File: src/rtl/group_scan_bridge.sv
// group_scan_bridge
//
// Bridges a quasi-static request port (address/data/strobes held stable by a
// slow host) into single handshaked accesses on either a banked SRAM or a
// pair of registers (CR read/write, SR read-only). A transaction starts on a
// rising edge of the asynchronous scan_id trigger, which is synchronised into
// the clk domain and edge-detected.
//
// Address map:
//   addr[AW-1] = 1 : register space, addr[0] picks CR (0) or SR (1)
//   addr[AW-1] = 0 : SRAM, bank = addr[SRAM_AW +: BW], word = addr[SRAM_AW-1:0]
//
// Ports:
//   clk, rst                       clock, asynchronous active-high reset
//   scan_id                        asynchronous transaction trigger
//   static_wen/ren/addr/wdata      quasi-static request
//   static_rdata/ready/err         result, held until the next accepted trigger
//   sram_wen/ren [NBANK]           per-bank strobes, sram_addr/sram_wdata shared
//   sram_rdata [NBANK*DW]          bank b read data in slice [b*DW +: DW]
//   sram_ready [NBANK]             per-bank ready
//   reg_wen/reg_ren, cr_wdata      register strobes and CR write data
//   cr_rdata, sr_rdata, reg_ready  register read data and ready
//
// Optional feature: define SCAN_BRIDGE_TIMEOUT_EN to abort an access that has
// not seen ready after TIMEOUT cycles (strobe dropped, error flagged, read
// data forced to zero). Without the macro an access waits indefinitely.

module group_scan_bridge #(
  parameter int          AW      = 20,
  parameter int          DW      = 32,
  parameter int          SRAM_AW = 16,
  parameter int          NBANK   = 2,
  parameter int          CR_W    = 17,
  parameter int          SR_W    = 15,
  parameter logic [15:0] TIMEOUT = 16'd255
) (
  input  logic                  clk,
  input  logic                  rst,
  input  logic                  scan_id,
  input  logic                  static_wen,
  input  logic                  static_ren,
  input  logic [AW-1:0]         static_addr,
  input  logic [DW-1:0]         static_wdata,
  output logic [DW-1:0]         static_rdata,
  output logic                  static_ready,
  output logic                  static_err,
  output logic [NBANK-1:0]      sram_wen,
  output logic [NBANK-1:0]      sram_ren,
  output logic [SRAM_AW-1:0]    sram_addr,
  output logic [DW-1:0]         sram_wdata,
  input  logic [NBANK*DW-1:0]   sram_rdata,
  input  logic [NBANK-1:0]      sram_ready,
  output logic                  reg_wen,
  output logic                  reg_ren,
  output logic [CR_W-1:0]       cr_wdata,
  input  logic [CR_W-1:0]       cr_rdata,
  input  logic [SR_W-1:0]       sr_rdata,
  input  logic                  reg_ready
);

  // BW is the true bank-select width (0 for a single bank); BV is the
  // storage width used for the bank register so it never becomes zero-width.
  localparam int BW = (NBANK > 1) ? $clog2(NBANK) : 0;
  localparam int BV = (NBANK > 1) ? BW : 1;

  typedef enum logic [1:0] {
    IDLE,
    ISSUE,
    DONE
  } state_t;

  state_t state;
  state_t next_state;

  logic sync1;
  logic sync2;
  logic sync3;
  logic prime1;
  logic prime2;
  logic low_seen;
  logic id_valid;

  logic in_is_reg;
  logic in_is_sr;
  logic [BV-1:0] in_bank;
  logic in_err;
  logic in_none;

  logic wen_q;
  logic ren_q;
  logic is_reg_q;
  logic is_sr_q;
  logic [BV-1:0] bank_q;
  logic [SRAM_AW-1:0] sram_addr_q;
  logic [DW-1:0] wdata_q;

  logic [NBANK-1:0] bank_sel;
  logic [DW-1:0] bank_rdata;
  logic bank_ready;
  logic sel_ready;

  logic accept;
  logic complete;
  logic expire;
  logic tmo_hit;

  // Only a handful of address bits are decoded; the rest are don't-care.
  logic unused_addr;
  assign unused_addr = ^static_addr;

  // Two-flop synchroniser plus an edge flop. prime1/prime2 mark when sync2
  // holds a genuine sample of scan_id (not just the reset value), and
  // low_seen arms edge detection only once scan_id has been observed low.
  // This keeps a trigger that is already high when reset releases from
  // being mistaken for a fresh rising edge.
  always_ff @(posedge clk or posedge rst) begin
    if (rst) begin
      sync1    <= 1'b0;
      sync2    <= 1'b0;
      sync3    <= 1'b0;
      prime1   <= 1'b0;
      prime2   <= 1'b0;
      low_seen <= 1'b0;
    end else begin
      sync1  <= scan_id;
      sync2  <= sync1;
      sync3  <= sync2;
      prime1 <= 1'b1;
      prime2 <= prime1;
      if (prime2 && !sync2) begin
        low_seen <= 1'b1;
      end
    end
  end

  assign id_valid = low_seen & sync2 & ~sync3;

  // Decode of the live request, used only at the moment of acceptance.
  assign in_is_reg = static_addr[AW-1];
  assign in_is_sr  = static_addr[0];
  assign in_none   = ~static_wen & ~static_ren;
  // Writing the read-only status register is rejected like a bad request.
  assign in_err    = (static_wen & static_ren) |
                     (in_is_reg & in_is_sr & static_wen);

  generate
    if (NBANK > 1) begin : g_bank_multi
      assign in_bank = static_addr[SRAM_AW +: BV];
    end else begin : g_bank_single
      assign in_bank = 1'b0;
    end
  endgenerate

  // Per-bank select, read-data mux and ready mux for the latched bank.
  always_comb begin
    bank_sel   = '0;
    bank_rdata = '0;
    bank_ready = 1'b0;
    for (int b = 0; b < NBANK; b++) begin
      if (bank_q == BV'(b)) begin
        bank_sel[b] = 1'b1;
        bank_rdata  = sram_rdata[b*DW +: DW];
        bank_ready  = sram_ready[b];
      end
    end
  end

  assign sel_ready = is_reg_q ? reg_ready : bank_ready;

`ifdef SCAN_BRIDGE_TIMEOUT_EN
  // Counts ISSUE cycles; zero on the first ISSUE cycle, so the strobe is
  // held for exactly TIMEOUT cycles before an abort.
  logic [15:0] tmo_cnt;

  always_ff @(posedge clk or posedge rst) begin
    if (rst) begin
      tmo_cnt <= 16'd0;
    end else if (state != ISSUE) begin
      tmo_cnt <= 16'd0;
    end else begin
      tmo_cnt <= tmo_cnt + 16'd1;
    end
  end

  assign tmo_hit = (tmo_cnt == (TIMEOUT - 16'd1));
`else
  assign tmo_hit = 1'b0;
`endif

  // State register.
  always_ff @(posedge clk or posedge rst) begin
    if (rst) begin
      state <= IDLE;
    end else begin
      state <= next_state;
    end
  end

  // Next-state logic. Triggers arriving outside IDLE are dropped. Requests
  // that need no access (none, both strobes, SR write) skip ISSUE entirely.
  always_comb begin
    next_state = state;
    accept     = 1'b0;
    complete   = 1'b0;
    expire     = 1'b0;
    case (state)
      IDLE: begin
        if (id_valid) begin
          accept = 1'b1;
          if (in_err || in_none) begin
            next_state = DONE;
          end else begin
            next_state = ISSUE;
          end
        end
      end
      ISSUE: begin
        if (sel_ready) begin
          complete   = 1'b1;
          next_state = DONE;
        end else if (tmo_hit) begin
          expire     = 1'b1;
          next_state = DONE;
        end
      end
      DONE: begin
        next_state = IDLE;
      end
      default: begin
        next_state = IDLE;
      end
    endcase
  end

  // Strobes are decoded straight from the state so they drop on the same
  // edge that leaves ISSUE, and vanish immediately on reset.
  always_comb begin
    sram_wen = '0;
    sram_ren = '0;
    reg_wen  = 1'b0;
    reg_ren  = 1'b0;
    if (state == ISSUE) begin
      if (is_reg_q) begin
        reg_wen = wen_q;
        reg_ren = ren_q;
      end else begin
        sram_wen = wen_q ? bank_sel : '0;
        sram_ren = ren_q ? bank_sel : '0;
      end
    end
  end

  // Request latch and result registers. static_ready/static_err are set on
  // the edge that enters DONE, which gives a two-cycle best case from
  // id_valid when ready is already high in the first ISSUE cycle.
  always_ff @(posedge clk or posedge rst) begin
    if (rst) begin
      wen_q        <= 1'b0;
      ren_q        <= 1'b0;
      is_reg_q     <= 1'b0;
      is_sr_q      <= 1'b0;
      bank_q       <= '0;
      sram_addr_q  <= '0;
      wdata_q      <= '0;
      static_rdata <= '0;
      static_ready <= 1'b0;
      static_err   <= 1'b0;
    end else begin
      if (accept) begin
        wen_q        <= static_wen;
        ren_q        <= static_ren;
        is_reg_q     <= in_is_reg;
        is_sr_q      <= in_is_sr;
        bank_q       <= in_bank;
        sram_addr_q  <= static_addr[SRAM_AW-1:0];
        wdata_q      <= static_wdata;
        static_ready <= in_err | in_none;
        static_err   <= in_err;
      end
      if (complete) begin
        static_ready <= 1'b1;
        if (ren_q) begin
          if (!is_reg_q) begin
            static_rdata <= bank_rdata;
          end else if (is_sr_q) begin
            static_rdata <= DW'(sr_rdata);
          end else begin
            static_rdata <= DW'(cr_rdata);
          end
        end
      end
      if (expire) begin
        static_ready <= 1'b1;
        static_err   <= 1'b1;
        if (ren_q) begin
          static_rdata <= '0;
        end
      end
    end
  end

  assign sram_addr  = sram_addr_q;
  assign sram_wdata = wdata_q;
  assign cr_wdata   = wdata_q[CR_W-1:0];

endmodule

File: config.mk
export PLATFORM = sky130hd
export DESIGN_NAME = group_scan_bridge
export DESIGN_NICKNAME = d
export VERILOG_FILES = /design/src/rtl/group_scan_bridge.sv
export SDC_FILE = /design/constraint.sdc
export NUM_CORES = 1
export LEC_CHECK = 0
export BUFFER_PORTS_ARGS = -buffer_cell sky130_fd_sc_hd__buf_2
export CAP_MARGIN = 25
export CORE_ASPECT_RATIO = 1.75
export CORE_UTILIZATION = 40
export CTS_CLUSTER_SIZE = 14
export DETAILED_ROUTE_END_ITERATION = 10
export GPL_ROUTABILITY_DRIVEN = 0
export MAX_ROUTING_LAYER = met4
export PLACE_DENSITY = 0.77
export SLEW_MARGIN = 40
export SYNTH_ARGS = -nofsm -noshare
export SYNTH_HDL_FRONTEND = slang
export SYNTH_SLANG_ARGS = --single-unit
export TNS_END_PERCENT = 30
File: constraint.sdc
create_clock -name clk -period 2.7 [get_ports clk]
set_input_delay 0.405 -clock clk [delete_from_list [all_inputs] [get_ports clk]]
set_output_delay 0.405 -clock clk [all_outputs]
set_load 0.02 [all_outputs]
==> impl_summary.md, run 1 <==
Run status
The run finished with clean final reports.

Critical path
STA puts the critical path data required time at 2.30 ns. The kind of end point of the critical path is an output port. The largest driver fanout on the critical path is 37. The nature of the critical path startpoint is a flop.

The worst register-to-register path has a depth of 4. At the worst endpoint, the arrival time is 1.66 ns. The worst setup path is of the flop to output port kind.

Clocking
The maximum level of the CTS H-tree is 3. Buffers added to address setup during post-CTS repair amount to 0. The number of buffers added to fix hold violations after cts is 0. TritonCTS built the clock tree. At the later pin of the worst-skew pair, clock insertion delay measures roughly 0.33 ns. Clock-pin slew was measured on the worst setup and hold paths at 0.07 ns.

The number of buffers between clock root and the deepest sink is 2. The TritonCTS buffer count is 9. The clock sink count is 94.

Once the clock tree was built, the resizer swapped 0 gates to a different size. The library cell used as clock root buffer is clkbuf_16.

Timing
For the pin with the worst max-slew slack, the measured transition is 0.659 ns. Dividing the final minimum period by the clock period gives between 70 and 80%. The final hold violation count is 0. The worst path in the final design needs a cycle of roughly 2.1 ns, including I/O delays and setup. Across the routed clock network, the largest skew measured is 0.0107 ns.

Setup violations remaining at the end of the flow were counted as 0. Setup slack on the critical path of the routed design comes to ~0.64 ns. The max-slew headroom at the worst pin is around 56%. Setup repair after global routing left no endpoint under its margin. The maximum operating frequency is about 480 MHz. The number of max-slew violations in the final report was 0. The aggregate negative setup slack is 0 ns.

Logic synthesis
The post-synthesis cell count is about 330. After synthesis the netlist holds a flip-flop and latch count of 94. Summing the sequential cell areas from Yosys gives about half of the chip area.

The average size of a mapped cell is ~14 µm². The synthesized netlist devotes 0% of its cell area to adder and majority cells. The unique cell type count in the Yosys netlist is 29. The most used flip-flop cell after synthesis is dfrtp_1. The share of synthesized area in the top cell type comes to 50.9%.

Summing the areas of all and, or, nand and nor instances in the mapped netlist gives between 3 and 4% of the synthesized area. In the synthesized netlist, mux cells make up a little under two fifths of the area. The area of the mapped netlist is 4620 µm².

The total of warnings raised by yosys is 0. Of all flip-flops after synthesis, the portion carrying an async set or reset was 100%. The dominant combinational cell family by area after synthesis is multiplexers.

Summing the areas of all compound-gate instances in the mapped netlist gives ~2.0% of the synthesized area. In this run, synthesis inferred 0 flip-flops with an integrated enable. Counting every net in the synthesized netlist gives approximately 480. Ranked by total cell area, the synthesized netlist is headed by dfrtp_1, mux2i_1, mux2_2, mux2_4, buf_4. Of all cell types, the one taking the most synthesized area is dfrtp_1. The synthesized-area fraction occupied by xor and xnor cells is 0%.

Die
The die covers between 10000 and 15000 µm². For this design the top-level I/O count stands at between 200 and 300. The row count is 51. From bottom edge to top edge, the die measures 144 µm. The initial utilization of the core area, before any placement, comes to 41.4%. The floorplan step defined a core boundary enclosing approximately 11000 µm². The die is 83.3 µm wide.

Placement
The number of placed instances, taps included is between 600 and 700. After legalization and detailed placement, the total HPWL measured around 8400 µm. The count of input and output buffers is between 200 and 300. OpenSTA, run right after detailed placement, puts the worst setup slack at roughly 0.62 ns.

The placed instances occupy a cell area of 5880 µm².

Cells and area
The register area is roughly 2400 µm². Measured on the finished design, the core utilization comes to 55.0%. 0 antenna diodes ended up in the layout. The share of layout cells above drive strength 1 is between 60% and 70%. After routing the design area is approximately 6100 µm². Compared with the post-synthesis result, the final layout area differs by 32.8%. The final cell count without fillers is 700. The combined area of the multi-input logic cells is 1990 µm². The number of filler cells placed in the layout is around 980. The post-layout net count is 720.

GRT
The total overflow left after global routing is 0. The all-layer global routing usage is a little under a fifth. The via count of the first global-routing pass was 3551. The number of antenna violations at the first check in global routing is 0. The largest net degree at the start of global routing is 95.

The first global-routing pass estimated between 15000 and 20000 µm of wire.

Drt
The post-detailed-route via-to-cell ratio is slightly below 5. The number of nets with antenna violations after detailed routing is 0. For this run, the detailed router's first-pass iteration total came to 4.

The first routing iteration left around 80 violations. In the final routed layout, each cell accounts on average for about 16 µm. Summed over all layers, the routed wires come to around 11000 µm. The routed layout has about 3500 vias. After detailed routing, the number of remaining DRC violations is 0.

Pwr
For this design the static power due to leakage is around 3.3 nW. Power spread over the standard cell area amounts to roughly 1000 nW/µm². The peak supply drop is roughly 0.00065 V.

Worst hold path
The path category of the worst min-delay check is input port to async pin.

Run
The number of max-capacitance violations reported is 0.
sequential cells by signal, summed over array words and instances, names as in the netlist:
register / count
sram_wdata: 32
prime2: 1
static_ready: 1
sync2: 1
state: 2
sram_addr: 16
static_err: 1
sync1: 1
wen_q: 1
bank_q: 1
ren_q: 1
sync3: 1
static_rdata: 32
prime1: 1
is_reg_q: 1
low_seen: 1
through the flow:
step | power, mW | hold slack (ns)
after floorplan | 4.22 | 0.331
after global placement | 4.94 | 0.332
after detailed placement | 5.02 | 0.335
after CTS | 6.19 | 0.169
after global routing | 6.45 | 0.175
final | 6.10 | 0.185
cell families (layout without fill, tap and decap cells):
family	Yosys count	count (layout)
flip-flops	94	94
multiplexers	149	149
other	1	1
AO/OA/AOI/OAI	11	11
AND/OR/NAND/NOR	31	31
buffers and inverters	39	282
placed cells by master (no fill, tap or decap), drive strengths merged, types with 2 or more instances in the layout:
cell        n
nand3b      2
nor2       16
inv         2
clkinvlp    3
dfrtp      94
buf       265
nand2b      2
nor4b       2
clkbuf     11
o21ai       4
mux2       87
o211ai      2
and3        4
mux2i      62
layer usage:
metal | up-vias | wire length, µm | global-route usage [%]
met5 | - | 0 | -
met4 | 0 | 247 | 7.99
met3 | 23 | 588 | 4.22
met2 | 140 | 5890 | 32.1
met1 | 1674 | 4250 | 20.6
li1 | 1619 | - | -
cells in the mapped netlist, types with 2 or more instances:
cell,count
clkbuf_1,2
buf_4,20
mux2i_1,62
o21ai_0,4
mux2_1,4
inv_1,2
nor2_1,16
dfrtp_1,94
mux2_4,31
nand3b_1,2
nor4b_1,2
o211ai_1,2
mux2_2,52
buf_2,7
buf_6,7
nand2b_1,2
and3_1,4
path summary, 6_finish.rpt:
path                          from               to  slack [ns]
max                         bank_q      sram_ren[0]        0.64
min                            rst   sram_wdata[27]        0.19
max reg2reg                 bank_q  static_rdata[6]        0.69
min reg2reg                 prime1           prime2        0.35
max in group asynchronous      rst         state[1]        2.08
min in group clk           scan_id            sync1        0.19
cell type report:
type	instances	share of cell area [%]
well taps	132	2.69
clock inverters	4	0.530
clock buffers	11	3.79
multi-input cells	192	32.4
repair buffers	265	22.1
inverters	2	0.183
flip-flops and latches	94	38.3
where the power goes:
part	total (mW)	internal (mW)	leakage, nW	switching (mW)
clock network	1.13	0.624	0.122	0.506
registers	2.22	1.91	1.13	0.303
logic	2.75	1.24	2.06	1.51
total	6.10	3.78	3.32	2.32
critical path: stages, from the launching register on:
cell     delay (ns)
dfrtp_2        0.41
buf_4          0.31
nor4b_1        0.34
buf_2          0.25
Power figures use the tool's default switching activity.
==> run 2, diff against run 1 <==
Clock period 2.7 ns to 1.84 ns, I/O delays scaled along.
==> impl_summary.md, run 2 (synthesis gave the netlist of run 1 again) <==
Cells and area
In the layout the commonest cells are buf_2, dfrtp_1, mux2i_1. The final cell area excluding filler cells is 6280 µm² (+2.2%). The commonest non-fill, non-tap cell in the layout is buf_2. The final design utilization was 56.2% (+1.2 points). The number of diodes added for antenna fixing is 0 (unchanged). The post-layout net count is 722 (+0.28%).

The register area is 2360 µm² (about the same). The share of layout cells above drive strength 1 is 65.4% (+0.83 points). Relative to the synthesized area, the layout overhead comes to 35.8%. The number of filler cells placed in the layout is 933 (-4.9%).

The combined area of the multi-input logic cells is 2020 µm² (+1.4%).

Clocking
The maximum level of the CTS H-tree is 3 (unchanged). The clock-pin slew on the worst setup and hold paths is 0.07 ns (about the same). The TritonCTS buffer count is 9 (unchanged). The latest clock arrival within the worst-skew pair is 0.33 ns (about the same). The clock tree from TritonCTS is done. Clock tree synthesis selected as its root buffer the cell clkbuf_16.

The number of buffers between clock root and the deepest sink was 2 (unchanged). The clock sink count came to 94 (unchanged). The post-CTS setup-driven buffer insertion count was 0 (unchanged).

Critical path
The slowest library cell on the worst path is dfrtp_2. Walking the worst path, the cells encountered are buf_6 -> and3_1 -> buf_2. STA classifies the critical path startpoint as a flop. The worst endpoint required time was 1.56 ns (-0.74 ns). The capture instance of the worst register-to-register path is static_rdata[6]. By startpoint and endpoint, the worst setup path is classified as flop to output port. The maximum cell stage delay along the critical path is 0.38 ns (-0.03 ns).

The flop-to-flop setup slack was 0.10 ns (-0.59 ns). The critical path ends at sram_ren[1]. The critical path launch point is bank_q.

The data arrival time at the worst-slack endpoint is 1.50 ns (-0.16 ns). The largest driver fanout on the critical path was 37 (unchanged). In this run the critical register-to-register path is launched from bank_q. The depth of the worst register-to-register path is 4 (unchanged). The kind of end point of the critical path is an output port.

GRT
The via count of the first global-routing pass is 3584 (+0.93%). The largest net degree at the start of global routing was 93 (-2.1%). The number of antenna violations at the first check in global routing is 0 (unchanged). The residual overflow from global routing is 0 (unchanged). The all-layer global routing usage is 18.7% (+0.10 points). The wire length of the first global-routing pass is 17200 µm (-0.68%).

Placement
The count of input and output buffers is 258 (unchanged). The HPWL after detailed placement was 8330 µm (-0.64%). The total placed instance area came to 5930 µm² (+0.98%).

Timing
For this run, the top clock speed supported by timing is ~560 MHz. The count of endpoints failing setup in the final report is 0 (unchanged). The post-route fraction of the period consumed by the critical path is 96.3%. The number of max-slew violations in the final report came to 0 (unchanged). The final hold violation count is 0 (unchanged). The aggregate negative setup slack came to 0 ns (unchanged). Setup repair after global routing could not meet its margin everywhere.

The final worst clock skew was 0.0119 ns (+0.00118 ns). The clock period could shrink to between 1.5 and 2 ns. The worst hold slack after final layout was 0.0486 ns (-0.137 ns).

Pwr
The total power divided by cell area was 1460 nW/µm² (+47%). The total power is 9.19 mW (+51%). The reported leakage power is 3.38 nW (+1.8%). The peak supply drop came to 0.000919 V (+41%).

Run
The number of max-capacitance violations reported is 0 (unchanged).

Die
The area inside the core boundary is 11200 µm² (unchanged). The row count is 51 (unchanged). The initial core utilization is 41.4% (unchanged). The I/O pin total is 261 (unchanged). The total die area is 12000 µm² (unchanged). The width of the die was 83.3 µm (unchanged). The height of the die is 144 µm (unchanged).

Drt
The post-detailed-route via-to-cell ratio is 4.93 (-0.20%). The final wirelength is 10900 µm (-0.54%). The number of vias after detailed routing is 3459 (+0.087%). The DRC violation count after routing is 0 (unchanged). The number of design-rule violations left by the first detailed-router iteration is 92 (+18%).

The detailed-routing iteration count for the pre-antenna-repair pass is 4 (unchanged). The number of nets with antenna violations after detailed routing came to 0 (unchanged). The detail-routed net length per standard cell is 15.5 µm (-0.82%).

Worst hold path
The path category of the worst min-delay check is input port to flop.

Run status
The run finished with clean final reports.
[run 2: timing repair]
item,in CTS,in global routing
hold buffers,1,0
pin swaps,0,1
cloned,0,0
hold endpoints to repair,2,0
endpoints found under the setup margin,4,3
gates resized for setup,2,6
[run 2: worst min path at each step]
stage | from | endpoint | slack, ns | cells after the start
final | scan_id | sync1 | 0.05 | 1
after global routing | scan_id | sync1 | 0.03 | 1
after CTS | scan_id | sync1 | 0.03 | 1
after detailed placement | rst | sram_wdata[24] | 0.16 | 2
after global placement | rst | sram_wdata[25] | 0.17 | 2
after floorplan | scan_id | sync1 | 0.31 | 0
[run 2: worst max-delay path, delay by kind of cell (launching register included)]
kind / cells / cell delay, ns
buffers and inverters: 2 / 0.55
flip-flops: 1 / 0.38
AND/OR/NAND/NOR: 1 / 0.23
[run 2: layout make-up]
class,instances,share of cell area [%]
Clock inverter,4,0.877
Sequential cell,94,37.5
Inverter,2,0.179
Tap cell,132,2.63
Multi-Input combinational cell,192,32.1
Timing Repair Buffer,267,22.8
Clock buffer,11,3.87
[run 2: metal layers]
| metal | part of all wire [%] | wire length, µm | GRT usage (%) | up-vias |
|---|---|---|---|---|
| li1 | - | - | - | 1621 |
| met1 | 38 | 4110 | 20.5 | 1669 |
| met2 | 54 | 5850 | 32.4 | 144 |
| met3 | 5.9 | 646 | 4.05 | 25 |
| met4 | 2.7 | 299 | 8.71 | 0 |
| met5 | 0 | 0 | - | - |
[run 2: per-stage QoR]
stage	std cells	setup slack, ns
2_1_floorplan	325	0.0729
3_3_place_gp	686	0.165
3_5_place_dp	686	0.132
4_1_cts	702	0.0132
5_1_grt	702	-0.0177
6_report	702	0.0687
[run 2: power breakdown]
group / switching, mW / internal (mW)
Combinational: 2.23 / 1.87
Clock: 0.740 / 1.09
Sequential: 0.455 / 2.81
